--- config.mk ---
export PLATFORM = sky130hd
export DESIGN_NAME = pipeline_hazard_ctrl_flat
export DESIGN_NICKNAME = d
export VERILOG_FILES = /design/src/rtl/pipeline_hazard_ctrl_if.sv /design/src/rtl/pipeline_hazard_ctrl.sv /design/src/flat_wrapper.sv
export SDC_FILE = /design/constraint.sdc
export NUM_CORES = 1
export LEC_CHECK = 0
export CELL_PAD_IN_SITES_DETAIL_PLACEMENT = 2
export CELL_PAD_IN_SITES_GLOBAL_PLACEMENT = 2
export CORE_AREA = 2 2 65 60
export DETAILED_ROUTE_END_ITERATION = 10
export DIE_AREA = 0 0 67 62
export PLACE_DENSITY_LB_ADDON = 0.2
export SLEW_MARGIN = 10
export SYNTH_ARGS = -nofsm -noshare
export SYNTH_HDL_FRONTEND = slang
export SYNTH_SLANG_ARGS = --single-unit
--- constraint.sdc ---
create_clock -name clock_In -period 1.8 [get_ports clock_In]
set_input_delay 0.36 -clock clock_In [delete_from_list [all_inputs] [get_ports clock_In]]
set_output_delay 0.36 -clock clock_In [all_outputs]
set_load 0.02 [all_outputs]
--- src/rtl/pipeline_hazard_ctrl_if.sv ---
// pipeline_hazard_ctrl_if
// Groups the hazard-detection inputs and pipeline control outputs of the
// LEGv8 front-end sequencing controller.
//   slave  : the controller (consumes *_In, drives *_Out)
//   master : the pipeline / environment (drives *_In, observes *_Out)
// Signals:
//   ifid_rn_In, ifid_rm_In   source register fields of the instruction in ID
//   idex_memRead_In          instruction in EX is a load
//   idex_rd_In               destination register of the instruction in EX
//   brTaken_In               branch resolved taken in MEM
//   imemReady_In             instruction memory data valid this cycle
//   halt_In, resume_In       HALT decoded in ID / leave the drained state
//   pcWrite_Out              PC enable
//   ifidWrite_Out            IF/ID load enable
//   ifidFlush_Out            IF/ID loads a NOP (wins over ifidWrite_Out)
//   idexBubble_Out           zero ID/EX control fields
//   exmemFlush_Out           zero EX/MEM control fields
//   state_Out                INIT=0, RUN=1, HALT=2, DRAINED=3
//   drained_Out              high while DRAINED
interface pipeline_hazard_ctrl_if;
  logic [4:0] ifid_rn_In;
  logic [4:0] ifid_rm_In;
  logic       idex_memRead_In;
  logic [4:0] idex_rd_In;
  logic       brTaken_In;
  logic       imemReady_In;
  logic       halt_In;
  logic       resume_In;
  logic       pcWrite_Out;
  logic       ifidWrite_Out;
  logic       ifidFlush_Out;
  logic       idexBubble_Out;
  logic       exmemFlush_Out;
  logic [1:0] state_Out;
  logic       drained_Out;

  modport master (
    output ifid_rn_In, ifid_rm_In, idex_memRead_In, idex_rd_In,
           brTaken_In, imemReady_In, halt_In, resume_In,
    input  pcWrite_Out, ifidWrite_Out, ifidFlush_Out, idexBubble_Out,
           exmemFlush_Out, state_Out, drained_Out
  );

  modport slave (
    input  ifid_rn_In, ifid_rm_In, idex_memRead_In, idex_rd_In,
           brTaken_In, imemReady_In, halt_In, resume_In,
    output pcWrite_Out, ifidWrite_Out, ifidFlush_Out, idexBubble_Out,
           exmemFlush_Out, state_Out, drained_Out
  );
endinterface

--- src/rtl/pipeline_hazard_ctrl.sv ---
// pipeline_hazard_ctrl
// Sequencing controller for the 5-stage LEGv8 pipeline front end: post-reset
// fill, taken-branch flush, load-use stall, instruction-memory wait states and
// halt/drain. State is registered; outputs are Mealy so a stall acts in the
// same cycle the hazard is seen.
// Ports:
//   clock_In   rising-edge clock
//   reset_In   synchronous active-high reset (also forces safe outputs)
//   bus        pipeline_hazard_ctrl_if.slave (hazard inputs, control outputs)
// Optional feature macro HAZARD_STATS_EN:
//   stallCount_Out[31:0]  RUN cycles stalled by load-use or imem wait
//   flushCount_Out[31:0]  RUN cycles flushed by a taken branch
//   both saturate and clear on reset.
module pipeline_hazard_ctrl #(
  parameter int INIT_CYCLES  = 4,
  parameter int DRAIN_CYCLES = 3,
  parameter int XZR_IDX      = 31
) (
  input  logic                    clock_In,
  input  logic                    reset_In,
  pipeline_hazard_ctrl_if.slave   bus
`ifdef HAZARD_STATS_EN
  ,
  output logic [31:0]             stallCount_Out,
  output logic [31:0]             flushCount_Out
`endif
);

  typedef enum logic [1:0] {
    ST_INIT    = 2'd0,
    ST_RUN     = 2'd1,
    ST_HALT    = 2'd2,
    ST_DRAINED = 2'd3
  } state_t;

  localparam logic [3:0] INIT_LOAD  = 4'(INIT_CYCLES - 1);
  localparam logic [3:0] DRAIN_LOAD = 4'(DRAIN_CYCLES - 1);
  localparam logic [4:0] XZR        = 5'(XZR_IDX);

  state_t     state_q, state_d;
  logic [3:0] cnt_q, cnt_d;

  logic pc_write, ifid_write, ifid_flush, idex_bubble, exmem_flush, drained;
  logic stall_evt, flush_evt;
  logic load_use;

  // XZR reads as zero, so a load "targeting" it never feeds a consumer.
  assign load_use = bus.idex_memRead_In && (bus.idex_rd_In != XZR) &&
                    ((bus.idex_rd_In == bus.ifid_rn_In) ||
                     (bus.idex_rd_In == bus.ifid_rm_In));

  always_comb begin
    state_d     = state_q;
    cnt_d       = cnt_q;
    pc_write    = 1'b0;
    ifid_write  = 1'b0;
    ifid_flush  = 1'b0;
    idex_bubble = 1'b0;
    exmem_flush = 1'b0;
    drained     = 1'b0;
    stall_evt   = 1'b0;
    flush_evt   = 1'b0;

    case (state_q)
      ST_INIT: begin
        ifid_flush  = 1'b1;
        idex_bubble = 1'b1;
        exmem_flush = 1'b1;
        if (cnt_q == 4'd0) state_d = ST_RUN;
        else               cnt_d   = cnt_q - 4'd1;
      end
      ST_RUN: begin
        if (bus.brTaken_In) begin
          // A halt seen alongside a taken branch is on the wrong path.
          pc_write    = 1'b1;
          ifid_flush  = 1'b1;
          idex_bubble = 1'b1;
          exmem_flush = 1'b1;
          flush_evt   = 1'b1;
        end else if (load_use) begin
          idex_bubble = 1'b1;
          stall_evt   = 1'b1;
        end else if (!bus.imemReady_In) begin
          ifid_flush  = 1'b1;
          stall_evt   = 1'b1;
        end else if (bus.halt_In) begin
          // The HALT itself retires as a bubble.
          idex_bubble = 1'b1;
          state_d     = ST_HALT;
          cnt_d       = DRAIN_LOAD;
        end else begin
          pc_write   = 1'b1;
          ifid_write = 1'b1;
        end
      end
      ST_HALT: begin
        // EX/MEM is left alone so older instructions drain to WB.
        idex_bubble = 1'b1;
        if (cnt_q == 4'd0) state_d = ST_DRAINED;
        else               cnt_d   = cnt_q - 4'd1;
      end
      ST_DRAINED: begin
        drained     = 1'b1;
        idex_bubble = 1'b1;
        if (bus.resume_In) state_d = ST_RUN;
      end
    endcase

    if (reset_In) begin
      pc_write    = 1'b0;
      ifid_write  = 1'b0;
      ifid_flush  = 1'b1;
      idex_bubble = 1'b1;
      exmem_flush = 1'b1;
      drained     = 1'b0;
      stall_evt   = 1'b0;
      flush_evt   = 1'b0;
    end
  end

  always_ff @(posedge clock_In) begin
    if (reset_In) begin
      state_q <= ST_INIT;
      cnt_q   <= INIT_LOAD;
    end else begin
      state_q <= state_d;
      cnt_q   <= cnt_d;
    end
  end

  assign bus.pcWrite_Out    = pc_write;
  assign bus.ifidWrite_Out  = ifid_write;
  assign bus.ifidFlush_Out  = ifid_flush;
  assign bus.idexBubble_Out = idex_bubble;
  assign bus.exmemFlush_Out = exmem_flush;
  assign bus.state_Out      = state_q;
  assign bus.drained_Out    = drained;

`ifdef HAZARD_STATS_EN
  logic [31:0] stall_cnt_q, flush_cnt_q;

  always_ff @(posedge clock_In) begin
    if (reset_In) begin
      stall_cnt_q <= '0;
      flush_cnt_q <= '0;
    end else begin
      if (stall_evt && (stall_cnt_q != 32'hFFFF_FFFF)) stall_cnt_q <= stall_cnt_q + 32'd1;
      if (flush_evt && (flush_cnt_q != 32'hFFFF_FFFF)) flush_cnt_q <= flush_cnt_q + 32'd1;
    end
  end

  assign stallCount_Out = stall_cnt_q;
  assign flushCount_Out = flush_cnt_q;
`endif

endmodule
--- src/flat_wrapper.sv ---
// flat-port wrapper written by rule: the top's interface ports become plain ports
module pipeline_hazard_ctrl_flat 
#(
  parameter int INIT_CYCLES  = 4,
  parameter int DRAIN_CYCLES = 3,
  parameter int XZR_IDX      = 31
)
  (clock_In, reset_In, bus_ifid_rn_In, bus_ifid_rm_In, bus_idex_memRead_In, bus_idex_rd_In, bus_brTaken_In, bus_imemReady_In, bus_halt_In, bus_resume_In, bus_pcWrite_Out, bus_ifidWrite_Out, bus_ifidFlush_Out, bus_idexBubble_Out, bus_exmemFlush_Out, bus_state_Out, bus_drained_Out);
  pipeline_hazard_ctrl_if bus_i ();
  input  logic clock_In;
  input  logic reset_In;
  input wire logic [$bits(bus_i.ifid_rn_In)-1:0] bus_ifid_rn_In;
  input wire logic [$bits(bus_i.ifid_rm_In)-1:0] bus_ifid_rm_In;
  input wire logic [$bits(bus_i.idex_memRead_In)-1:0] bus_idex_memRead_In;
  input wire logic [$bits(bus_i.idex_rd_In)-1:0] bus_idex_rd_In;
  input wire logic [$bits(bus_i.brTaken_In)-1:0] bus_brTaken_In;
  input wire logic [$bits(bus_i.imemReady_In)-1:0] bus_imemReady_In;
  input wire logic [$bits(bus_i.halt_In)-1:0] bus_halt_In;
  input wire logic [$bits(bus_i.resume_In)-1:0] bus_resume_In;
  output wire logic [$bits(bus_i.pcWrite_Out)-1:0] bus_pcWrite_Out;
  output wire logic [$bits(bus_i.ifidWrite_Out)-1:0] bus_ifidWrite_Out;
  output wire logic [$bits(bus_i.ifidFlush_Out)-1:0] bus_ifidFlush_Out;
  output wire logic [$bits(bus_i.idexBubble_Out)-1:0] bus_idexBubble_Out;
  output wire logic [$bits(bus_i.exmemFlush_Out)-1:0] bus_exmemFlush_Out;
  output wire logic [$bits(bus_i.state_Out)-1:0] bus_state_Out;
  output wire logic [$bits(bus_i.drained_Out)-1:0] bus_drained_Out;
  assign bus_i.ifid_rn_In = bus_ifid_rn_In;
  assign bus_i.ifid_rm_In = bus_ifid_rm_In;
  assign bus_i.idex_memRead_In = bus_idex_memRead_In;
  assign bus_i.idex_rd_In = bus_idex_rd_In;
  assign bus_i.brTaken_In = bus_brTaken_In;
  assign bus_i.imemReady_In = bus_imemReady_In;
  assign bus_i.halt_In = bus_halt_In;
  assign bus_i.resume_In = bus_resume_In;
  assign bus_pcWrite_Out = bus_i.pcWrite_Out;
  assign bus_ifidWrite_Out = bus_i.ifidWrite_Out;
  assign bus_ifidFlush_Out = bus_i.ifidFlush_Out;
  assign bus_idexBubble_Out = bus_i.idexBubble_Out;
  assign bus_exmemFlush_Out = bus_i.exmemFlush_Out;
  assign bus_state_Out = bus_i.state_Out;
  assign bus_drained_Out = bus_i.drained_Out;
  pipeline_hazard_ctrl #(.INIT_CYCLES(INIT_CYCLES), .DRAIN_CYCLES(DRAIN_CYCLES), .XZR_IDX(XZR_IDX)) u_core (.clock_In(clock_In), .reset_In(reset_In), .bus(bus_i));
endmodule
==> impl_metrics.py <==
metrics = {
    "place": {
        "dpl_cell_area_sq_um": 1130,
        "gp_congestion": 0.727,
        "portBuffers": 29,
        "hpwl_mm": 1.90,
        "placed_cells": 172,
    },
    "sta": {
        "max_slew_margin_pct": 83.1,
        "tightest_slew_ns": 0.251,
        "clock.fmax_ghz": 0.555,
        "skew_ns": 0.00451,
        "fin_crit_ns": 1.80,
        "setup_viol": 1,
        "fin_ws_ns": -0.00260,
        "report.final.slew_viol_count": 0,
        "setup_tns_ns": -0.00260,
        "final_hold_viol_count": 0,
        "rsz0062_at_grt": "yes",
        "min_period_over_period_pct": 100,
        "hold_ws_ns": 0.606,
    },
    "worst_setup_path": {
        "reg2reg_slack_ns": 0.07,
        "critPathKind": "input pin to primary output",
        "required_ns": 1.44,
        "reg2reg_depth": 9,
        "reg2reg_from": "u_core.cnt_q[1]",
        "worstSetupStartpointType": "input pin",
        "endpoint_kind": "primary output",
        "r2r-end": "u_core.cnt_q[1]",
        "worstPathMaxFanout": 4,
        "cp.arrival_ns": 1.44,
    },
    "global_routing": {
        "grt_max_degree": 7,
        "grt_pass1_vias": 799,
        "grt_use_total_pct": 12.3,
        "antenna_found_initial": 0,
        "grt_pass1_wl_mm": 3.78,
        "grt_overflow": 0,
    },
    "final_layout": {
        "nets": 167,
        "fin_area_sq_um": 1410,
        "diodes": 0,
        "areaGrowthSynthToFinish_pct": 122,
        "drive_gt1_share_pct": 64.2,
        "finalNonFillerCells": 183,
        "multiInputGateArea_sq_um": 702,
        "nFillCells": 406,
        "seq_area_sq_um": 128,
    },
    "synth": {
        "async_flop_share_pct": 0,
        "synth_ff_type": "dfxtp_1",
        "synthDistinctLibCells": 28,
        "synth_seq_cells": 6,
        "syn_nets": 108,
        "synth.cell_area_sq_um": 638,
        "ys_seq_area_share_pct": 18.8,
        "synth_most_common_cell": "xnor2_1",
        "synth.yosys.warnings": 0,
        "synth_edf_count": 0,
        "synth_top_area_share_pct": 18.8,
        "syn_avg_cell_area_sq_um": 7.98,
        "synth_top_cell_by_area": "dfxtp_1",
        "yosys-top-cells-area": "dfxtp_1 (19%), xnor2_1 (14%), ha_1 (12%)",
        "syn-instance-count": 80,
        "synth_commonest_cells": "xnor2_1 (10), inv_1 (9), nand2_1 (8)",
    },
    "power": {
        "p_leak_nw": 0.626,
        "p_clk_share_pct": 14.9,
        "power_switching_mw": 0.568,
        "internal_power_mw": 0.907,
        "ir_drop_uv": 444,
        "pwr_density_cell_nw_per_um2": 1040,
        "seqPwrFrac_pct": 15.6,
        "comb_power_share_pct": 69.5,
        "switching_share_pct": 38.5,
    },
    "flow_run": {
        "cap_violations": 0,
    },
    "routing": {
        "dr.pass1.iters": 4,
        "post-route-drc-count": 0,
        "vias_per_cell": 4.38,
        "antenna_left": 0,
        "wirelength_mm": 2.52,
        "drt-initial-drc-count": 10,
        "via_count": 802,
        "wl_per_cell_um": 13.8,
    },
    "clocking": {
        "clk_pin_slew_ns": 0.04,
        "htree_num_levels": 1,
        "cts_made_buffers": 3,
        "cts_tree": "built",
        "clockBufferDepth": 2,
        "holdBufCountCts": 0,
        "insertion_delay_ns": 0.23,
        "cts_sinks": 6,
        "cts-root-buf": "clkbuf_8",
    },
    "floorplan": {
        "fp-row-count": 21,
        "die_w_um": 67,
        "die_y_um": 62,
        "coreArea_sq_um": 3570,
        "io_pins": 30,
        "start_util_pct": 17.9,
        "dieArea_sq_um": 4150,
    },
    "worst_hold_path": {
        "worstHoldPathCells": 1,
        "hold_start": "u_core.cnt_q[3]",
        "hp-class": "flip-flop to flip-flop",
        "hold_end": "u_core.cnt_q[3]",
    },
    "outcome": {
        "outcome": "finished with violations",
        "failed_checks": "negative setup slack",
    },
}
[critical path, stage by stage]
cell	delay, ns
buf_6	0.09
xnor2_2	0.16
nand3_2	0.12
o22ai_4	0.22
nand2b_4	0.10
a31oi_4	0.16
nor3b_2	0.07
buf_4	0.16
[layout by cell type (no fill, tap or decap), types with 2 or more instances in the layout]
| cell | instances |
|---|---|
| dfxtp_1 | 2 |
| nand2_2 | 3 |
| nand2_1 | 5 |
| inv_1 | 6 |
| clkbuf_8 | 3 |
| dfxtp_2 | 3 |
| a32o_1 | 2 |
| buf_6 | 8 |
| dlygate4sd2_1 | 5 |
| clkdlybuf4s50_1 | 3 |
| o22ai_4 | 2 |
| xnor2_2 | 7 |
| xnor2_1 | 2 |
| inv_2 | 2 |
| ha_1 | 2 |
| nor3b_1 | 2 |
| buf_4 | 29 |
| ha_4 | 3 |
| o21ai_1 | 3 |
| nor2_1 | 5 |
| buf_2 | 8 |
| mux2i_1 | 2 |
| nand3_2 | 3 |
[worst max-delay path by stage]
stage	startpoint	depth (start not counted)	slack (ns)	end
after detailed placement	bus_idex_rd_In[2]	7	-0.91	bus_ifidWrite_Out
after global placement	bus_idex_rd_In[3]	7	-0.86	bus_ifidWrite_Out
after floorplan	u_core.bus.state_Out[0]	7	0.008	u_core.bus.state_Out[0]
final	bus_ifid_rm_In[4]	8	-0.003	bus_pcWrite_Out
after global routing	bus_ifid_rm_In[4]	8	-0.07	bus_pcWrite_Out
after CTS	bus_idex_rd_In[1]	8	-0.04	bus_ifidWrite_Out
[power groups by stage]
stage                     registers, mW  logic [mW]  clock network, mW
after floorplan                   0.231       0.396                  0
after global placement            0.207       0.803                  0
after detailed placement          0.212       0.816                  0
after CTS                         0.219       0.880              0.223
after global routing              0.236        1.13              0.235
final                             0.230        1.02              0.220
[area by class of cell]
cell class              count  share of cell area (%)
multi-input cells          64                    49.6
inverters                   9                    2.57
clock buffers               3                    2.92
flip-flops and latches      6                    9.03
repair buffers             55                    31.8
well taps                  46                    4.07
[flip-flops by register name (all words and copies together) (netlist names)]
signal and flops:
u_core.bus.state_Out 2, u_core.cnt_q 4
[cells by family after synthesis]
family,count (synthesis),share of synthesized area (%)
xor gates and xnor gates,10,13.7
and+or+nand+nor,30,24.3
DFF,6,18.8
muxes,3,5.49
AOI/OAI and AO/OA,15,20.0
buffers and inverters,10,5.88
adders and majority gates,6,11.8
[metal layers]
| metal | track usage, % | routed length [um] | share of wire [%] | up-vias |
|---|---|---|---|---|
| li1 | - | - | - | 395 |
| met1 | 15.5 | 1100 | 44 | 389 |
| met2 | 20.8 | 1320 | 52 | 15 |
| met3 | 3.42 | 72 | 2.9 | 3 |
| met4 | 3.50 | 27 | 1.1 | 0 |
| met5 | 0 | 0 | 0 | - |
[stage by stage]
| step | power [mW] | utilization [%] | setup slack, ns |
|---|---|---|---|
| 2_1_floorplan | 0.627 | - | 0.00831 |
| 3_3_place_gp | 1.01 | 31.6 | -0.859 |
| 3_5_place_dp | 1.03 | 31.6 | -0.909 |
| 4_1_cts | 1.32 | 35.4 | -0.0352 |
| 5_1_grt | 1.60 | 39.6 | -0.0724 |
| 6_report | 1.47 | 39.6 | -0.00260 |
[repair_timing]
item / CTS / global route
buffers inserted: 2 / 6
setup endpoints to repair: 11 / 9
resized for setup: 119 / 27
hold endpoints to repair: 0 / 0
pin swaps: 21 / 15
Note: power is estimated with default switching activity, not from simulation.
